## src/rtl/aes128_word_io.sv

```systemverilog
// 32-bit word wrapper around a combinational AES-128 core: packs key/data words in, unpacks ciphertext.
// Optional macro AES128_IO_KEYCHK_EN adds a sticky key_err output for blocks started without a full key.
module aes128_word_io #(
  parameter int unsigned CORE_WAIT = 1
) (
  input  logic         clk,
  input  logic         rst,
  input  logic         in_valid,
  output logic         in_ready,
  input  logic         in_key,
  input  logic [31:0]  in_word,
  output logic [127:0] core_data,
  output logic [127:0] core_key,
  input  logic [127:0] core_result,
  output logic         out_valid,
  input  logic         out_ready,
  output logic [31:0]  out_word,
  output logic         busy
`ifdef AES128_IO_KEYCHK_EN
  ,
  output logic         key_err
`endif
);

  typedef enum logic [1:0] {StLoad, StWait, StDrain} state_e;

  localparam logic [3:0] WaitLast = 4'(CORE_WAIT);

  state_e       state;
  logic [1:0]   key_cnt;
  logic [1:0]   data_cnt;
  logic         key_ok;
  logic [3:0]   wait_cnt;
  logic [1:0]   out_idx;
  logic [127:0] out_buf;

  // The output register shifts left on each handshake, so the head word is always [127:96].
  assign out_word = out_buf[127:96];

  always_ff @(posedge clk) begin
    if (rst) begin
      state     <= StLoad;
      core_data <= '0;
      core_key  <= '0;
      out_buf   <= '0;
      key_cnt   <= '0;
      data_cnt  <= '0;
      key_ok    <= 1'b0;
      wait_cnt  <= '0;
      out_idx   <= '0;
      in_ready  <= 1'b1;
      out_valid <= 1'b0;
      busy      <= 1'b0;
`ifdef AES128_IO_KEYCHK_EN
      key_err   <= 1'b0;
`endif
    end else begin
      unique case (state)
        StLoad: begin
          if (in_valid && in_ready) begin
            if (in_key) begin
              core_key <= {core_key[95:0], in_word};
              key_cnt  <= key_cnt + 2'd1;
              if (key_cnt == 2'd3) key_ok <= 1'b1;
            end else begin
              core_data <= {core_data[95:0], in_word};
              data_cnt  <= data_cnt + 2'd1;
              if (data_cnt == 2'd3) begin
                state    <= StWait;
                wait_cnt <= '0;
                in_ready <= 1'b0;
                busy     <= 1'b1;
`ifdef AES128_IO_KEYCHK_EN
                if (!key_ok || key_cnt != 2'd0) key_err <= 1'b1;
`endif
              end
            end
          end
        end
        StWait: begin
          if (wait_cnt == WaitLast) begin
            out_buf   <= core_result;
            out_idx   <= '0;
            state     <= StDrain;
            out_valid <= 1'b1;
          end else begin
            wait_cnt <= wait_cnt + 4'd1;
          end
        end
        StDrain: begin
          if (out_ready) begin
            out_buf <= {out_buf[95:0], 32'h0};
            out_idx <= out_idx + 2'd1;
            if (out_idx == 2'd3) begin
              state     <= StLoad;
              out_valid <= 1'b0;
              in_ready  <= 1'b1;
              busy      <= 1'b0;
            end
          end
        end
        default: state <= StLoad;
      endcase
    end
  end

endmodule

```

## config.mk

```make
export PLATFORM = sky130hd
export DESIGN_NAME = aes128_word_io
export DESIGN_NICKNAME = d
export VERILOG_FILES = /design/src/rtl/aes128_word_io.sv
export SDC_FILE = /design/constraint.sdc
export NUM_CORES = 1
export LEC_CHECK = 0
export ABC_CLOCK_PERIOD_IN_PS = 1800
export BUFFER_PORTS_ARGS = -buffer_cell sky130_fd_sc_hd__buf_2
export CAP_MARGIN = 5
export CORE_MARGIN = 5
export CORE_UTILIZATION = 47
export CTS_CLUSTER_SIZE = 30
export DETAILED_ROUTE_END_ITERATION = 6
export PLACE_DENSITY = 0.76
export SLEW_MARGIN = 20
export SYNTH_ARGS = -nofsm -noshare
export SYNTH_HDL_FRONTEND = slang
export SYNTH_SLANG_ARGS = --single-unit
```

## constraint.sdc

```tcl
create_clock -name clk -period 1.8 [get_ports clk]
set_clock_uncertainty 0.1 [all_clocks]
set_input_delay 0.09 -clock clk [delete_from_list [all_inputs] [get_ports clk]]
set_output_delay 0.09 -clock clk [all_outputs]
set_load 0.05 [all_outputs]
```

==> impl_results.md, run 1 <==
* Lkg Pwr at 8.77 nW
* Mapped Avg Cell Area at 8.45 sq um
* Initial antenna violation count at 2
* I/O pin count at 456
* Crit path max fanout at 30
* Post-route clock period utilization at 109%
* Syn_nets at 2079
* Sequential cell area at 7950 sq um
* Clock latency on the worst-skew pair at 0.54 ns
* Fillers at 2688
* Worst Setup SP: state[1]
* Synthesized instance count at 1910
* CP dominant cell by count: buf_4
* Slowest CP cell: dfxtp_4
* Detailed Place HPWL at 38.6 mm
* Slew @ Worst Pin at 0.414 ns
* Worst rel slew slack at 72.3%
* Total track usage at 29.4%
* First DRT Iteration DRCs at 2108
* Routability cong. at 0.885
* Area grow syn2layout at 36.3%
* Post-Syn Area at 16100 sq um
* Register share of total power at 45.5%
* WL/cell at 21.4 um
* Port Buffers at 455
* Antenna viol nets, final at 0
* Arr. time, crit path at 2.26 ns
* Yosys warns at 0
* Final worst-path setup slack at -0.160 ns
* Data required time at the worst endpoint at 2.10 ns
* CTS H-Tree Depth at 2
* Total power at 19.8 mW
* Vias after detailed routing at 17500
* Seq cells post-synth at 397
* CTS tree: yes
* Setup TNS at -0.160 ns
* Total of max-cap violations at 0
* Clock Power Share at 44.8%
* Fin nets at 2559
* TritonCTS buffer count at 42
* CP Cell Sequence: buf_4, nor2b_4, buf_4, clkbuf_16, nand2_1, a311oi_1
* Die H at 195 um
* Crit Path Category: flop to flop
* R2R Path Start: state[1]
* Peak VDD IR at 0.000804 V
* Final setup violation count at 1
* Pwr per Cell Area at 898 nW/um^2
* Net Sw Frac at 24.9%
* DRC Markers at 0
* Crit path largest cell delay at 0.40 ns
* Most frequent cells in the layout: 453 x buf_2, 394 x dfxtp_1, 263 x a21oi_1
* Pin count of the biggest net entering global routing at 79
* DR pass1 iterations at 6
* Core ar. at 33700 sq um
* CP Capture Type: flop
* Hold_sp: core_result[9]
* Minimum clock period at 1.96 ns
* Final Hold Viols at 0
* Pint at 14.9 mW
* Status: finished with violations
* Worst reg-to-reg setup slack at -0.16 ns
* Crit path launch type: flop
* Max clock buf depth at 3
* Failing checks: negative setup slack
* Clock transition at path regs at 0.06 ns
* Library cells used by synthesis at 38
* Die area at 38100 sq um
* Class of the worst hold path: primary input to flop
* Register area share after synthesis at 49.2%
* FMAX at 510 MHz
* Die W at 195 um
* Drt total wl at 61.4 mm
* Area of the multi-input gates at 6960 sq um
* Total gr overflow at 0
* Combinational Power Share at 9.7%
* Root buf cell: clkbuf_16
* Commonest non-fill, non-tap cell in the layout: buf_2
* Vias in the first global route at 16400
* Starting Density at 47.9%
* Layout cells sized above 1 at 25.7%
* # rows at 67
* Fin. max-slew vios at 0
* First-pass GRT wire length at 92.9 mm
* Psw at 4.92 mW
* Drt via density at 6.09
* Clock sink total at 397
## cell families after synthesis
logic type               count (synthesis)  share of synthesized area (%)
AO/OA/AOI/OAI                          757                           28.1
AND/OR/NAND/NOR                        488                           14.0
flip-flops                             397                           49.2
buffers and inverters                  264                           8.33
adder cells (fa/ha/maj)                  4                          0.310
## stage by stage
stage	utilization [%]	area [sq um]	cells	setup WS, ns	hold WS [ns]
detailed placement	55.5	18700	2619	-0.0353	0.201
floorplan	-	16100	1910	0.0292	0.116
global placement	55.5	18700	2619	0.0479	0.199
global route	65.3	22000	2872	-0.175	0.219
CTS	64.7	21800	2859	0.0130	0.177
finish	65.3	22000	2872	-0.160	0.217
## flip-flops by register name, summed over array words and instances, names as in the netlist
name and flops:
out_idx 2, state 2, in_ready 1, core_key 128, busy 1, core_data 128, out_valid 1, out_buf 128
data_cnt 2, wait_cnt 4
## final cells by class
class	instances	area share (%)
antenna	2	0.0227
clock buffer	56	5.43
clock inverter	20	1.08
inverter	3	0.0739
multi-input combinational	1249	31.6
sequential	397	36.1
tap	448	2.55
timing repair buffer	697	23.1
## worst paths after layout
path                 endpoint  cells after the start
setup / recovery  out_buf[64]                      6
hold / removal     out_buf[9]                      3
setup reg to reg  out_buf[64]                      6
hold reg to reg          busy                      2
## power groups by stage
stage	Clock (mW)	Combinational (mW)	Sequential (mW)
floorplan	0	0.610	9.49
global placement	0	1.55	9.18
detailed placement	0	1.55	9.18
CTS	8.94	1.84	8.98
global route	9.35	2.03	8.99
finish	8.86	1.92	8.98
## timing repair
item,4_1_cts,5_1_grt
gates resized for setup,3,12
cloned,0,4
hold endpoints to repair,216,0
pin swaps,1,5
buffers inserted,0,7
endpoints found under the setup margin,27,99
hold buffers,164,0
## critical path, delay by kind of cell, from the launching register on
family          cells  cell delay (ns)
buf+inv             3             0.57
simple gates        2             0.35
compound gates      1             0.40
flops               1             0.40
## synth_stat cells
cell,instances,area share [%]
a211oi_1,96,4.5
a211oi_2,1,0.078
a21o_1,1,0.047
a21oi_1,263,8.2
a22o_1,32,1.7
a311oi_1,96,5.2
a31oi_1,1,0.039
and3b_1,1,0.054
buf_1,3,0.070
buf_2,63,2.0
buf_4,71,3.3
buf_6,1,0.070
clkbuf_1,123,2.9
dfxtp_1,397,49
ha_1,4,0.31
inv_1,2,0.047
inv_2,1,0.023
nand2_1,198,4.6
nand2b_1,9,0.35
nand3_1,260,8.1
nand3b_1,2,0.093
nand4_1,1,0.039
nand4b_1,1,0.054
nand4bb_1,1,0.070
nor2_1,2,0.047
nor2b_1,4,0.16
nor3_2,1,0.062
nor3b_1,2,0.093
nor4bb_1,1,0.062
o2111ai_1,1,0.054
o211ai_1,2,0.093
o21ai_0,260,8.1
o21ai_2,1,0.054
o22ai_1,1,0.039
o31ai_1,2,0.093
or3_1,1,0.039
or3b_4,1,0.070
or4_1,3,0.14
## layer usage
layer	vias to the layer above	part of all wire (%)	global-route usage [%]
met3	230	10	6.36
met2	1168	47	47.6
met5	-	0	0
li1	7909	-	-
met1	8180	38	38.1
met4	0	4.9	12.2
Power figures use the tool's default switching activity.
==> inputs of run 2 (changes only) <==
- CORE_ASPECT_RATIO: unset -> 1.5
==> impl_results.md, run 2 (synthesis results as in run 1) <==
* Status: finished, final reports clean
* Detailed Place HPWL at 36.4 mm (-5.9%)
* Vias after detailed routing at 17300 (-1.3%)
* Max clock buf depth at 3 (unchanged)
* Clock sink total at 397 (unchanged)
* Slew @ Worst Pin at 0.551 ns (+0.137 ns)
* Hold_sp: core_result[20]
* Fin nets at 2557 (-0.078%)
* Die W at 161 um (-17%)
* Area grow syn2layout at 34.6%
* Antenna viol nets, final at 0 (unchanged)
* Total gr overflow at 0 (unchanged)
* Final worst-path setup slack at 0.0132 ns (+0.173 ns)
* # rows at 83 (+24%)
* TritonCTS buffer count at 39 (-7.1%)
* Routability cong. at 0.883 (-0.21%)
* Non-Filler Instances at 2840 (-1.1%)
* Crit Path Category: flop to flop
* Root buf cell: clkbuf_16
* R2R Path Start: state[1]
* DR pass1 iterations at 6 (unchanged)
* CTS H-Tree Depth at 2 (unchanged)
* Drt via density at 6.08 (-0.20%)
* Vias in the first global route at 15900 (-3.1%)
* Register share of total power at 48.2% (+2.7 points)
* Total of max-cap violations at 0 (unchanged)
* Cells after DPL at 2590 (-1.1%)
* Post-route clock period utilization at 99.3% (-9.6 points)
* Pint at 13.9 mW (-6.4%)
* I/O pin count at 456 (unchanged)
* Pwr per Cell Area at 858 nW/um^2 (-4.5%)
* Net Sw Frac at 25.5% (+0.59 points)
* R2R cell count at 6 (unchanged)
* Total track usage at 28.1% (-1.2 points)
* Psw at 4.75 mW (-3.5%)
* Worst rel slew slack at 63.3% (-9.0 points)
* Combinational Power Share at 10.1% (+0.4 points)
* First-pass GRT wire length at 88.7 mm (-4.5%)
* Fillers at 2706 (+0.67%)
* Drt total wl at 60.0 mm (-2.3%)
* First DRT Iteration DRCs at 2287 (+8.5%)
* Data required time at the worst endpoint at 2.11 ns (about the same)
* Peak VDD IR at 0.000779 V (-3.2%)
* Layout cells sized above 1 at 25.3% (-0.46 points)
* Place WS at 0.00944 ns (+0.0448 ns)
* Total power at 18.6 mW (-5.7%)
* Crit path max fanout at 18 (-40%)
* FMAX at 560 MHz (+9.7%)
* WL/cell at 21.1 um (-1.2%)
* Commonest non-fill, non-tap cell in the layout: buf_2
* Crit path launch type: flop
* Met2 wire len at 29.7 mm (+3.1%)
* Minimum clock period at 1.79 ns (-0.173 ns)
* Most frequent cells in the layout: 453 x buf_2, 393 x dfxtp_1, 263 x a21oi_1
* DRC Markers at 0 (unchanged)
* Biggest regs: core_data: 128 flops, core_key: 128 flops, out_buf: 128 flops
* M1 wire length at 21.8 mm (-7.2%)
* Die area at 38200 sq um (+0.20%)
* Worst Setup SP: state[1]
* Hold depth at 3 (unchanged)
* Met3 WL at 5.24 mm (-14%)
* Clock latency on the worst-skew pair at 0.54 ns (about the same)
* Fin. max-slew vios at 0 (unchanged)
* Arr. time, crit path at 2.10 ns (-0.16 ns)
* Top sig layer: met4
* CP Capture Type: flop
* Lkg Pwr at 8.64 nW (-1.5%)
* Clock Power Share at 41.7% (-3.1 points)
* Final setup violation count at 0 (-1)
* Initial antenna violation count at 3 (+1)
* Port Buffers at 455 (unchanged)
* CTS tree: yes
* Starting Density at 47.4% (-0.51 points)
* Final Hold Viols at 0 (unchanged)
* Class of the worst hold path: primary input to flop
* Core ar. at 34100 sq um (+1.1%)
* Die H at 237 um (+21%)
* Clock transition at path regs at 0.06 ns (about the same)
* Pin count of the biggest net entering global routing at 110 (+39%)
-- run 2: path summary, 6_finish.rpt --
| check | endpoint | slack (ns) |
|---|---|---|
| setup / recovery | out_buf[48] | 0.01 |
| hold / removal | out_buf[20] | 0.22 |
| setup reg to reg | out_buf[48] | 0.01 |
| hold reg to reg | core_data[90] | 0.36 |
-- run 2: power by group through the flow --
| stage | Combinational [mW] | Sequential [mW] | Clock (mW) |
|---|---|---|---|
| after floorplan | 0.610 | 9.49 | 0 |
| after global placement | 1.49 | 9.18 | 0 |
| after detailed placement | 1.50 | 9.19 | 0 |
| after CTS | 1.80 | 8.99 | 7.87 |
| after global routing | 1.99 | 8.99 | 8.25 |
| final | 1.88 | 8.99 | 7.77 |
-- run 2: critical path, cell delays in order, from the launching register on --
cell and delay, ns:
dfxtp_4 0.38, buf_4 0.16, buf_4 0.14, nand2b_4 0.19, buf_12 0.18, nand2_1 0.13
a311oi_1 0.37
-- run 2: cell type report --
cell class	instances	area, sq um	area share (%)
inverters	3	16.3	0.0749
multi-input cells	1250	6960	32.0
repair buffers	697	5070	23.3
clock buffers	55	1120	5.14
diodes	4	10.0	0.0461
clock inverters	9	73.8	0.340
flip-flops and latches	397	7960	36.6
well taps	425	532	2.45
-- run 2: per-layer routing --
layer | track usage (%) | vias up
li1 | - | 7878
met5 | 0 | -
met3 | 5.61 | 218
met4 | 11.6 | 0
met2 | 48.6 | 1069
met1 | 34.1 | 8093
-- run 2: metrics by stage --
stage          setup TNS, ns  utilization, %  cell area (sq um)  hold slack [ns]
6_report                   0            63.8              21700            0.216
2_1_floorplan              0               -              16100            0.116
3_3_place_gp               0            54.5              18600            0.198
5_1_grt              -0.0803            63.8              21700            0.200
4_1_cts                    0            62.9              21400            0.179
3_5_place_dp               0            54.5              18600            0.203
-- run 2: what timing repair did --
item	CTS	global route
resized for setup	1	15
hold endpoints to repair	238	0
cloned	1	9
setup endpoints to repair	26	305
pin swaps	1	6
hold buffers	164	0
buffers inserted	1	7
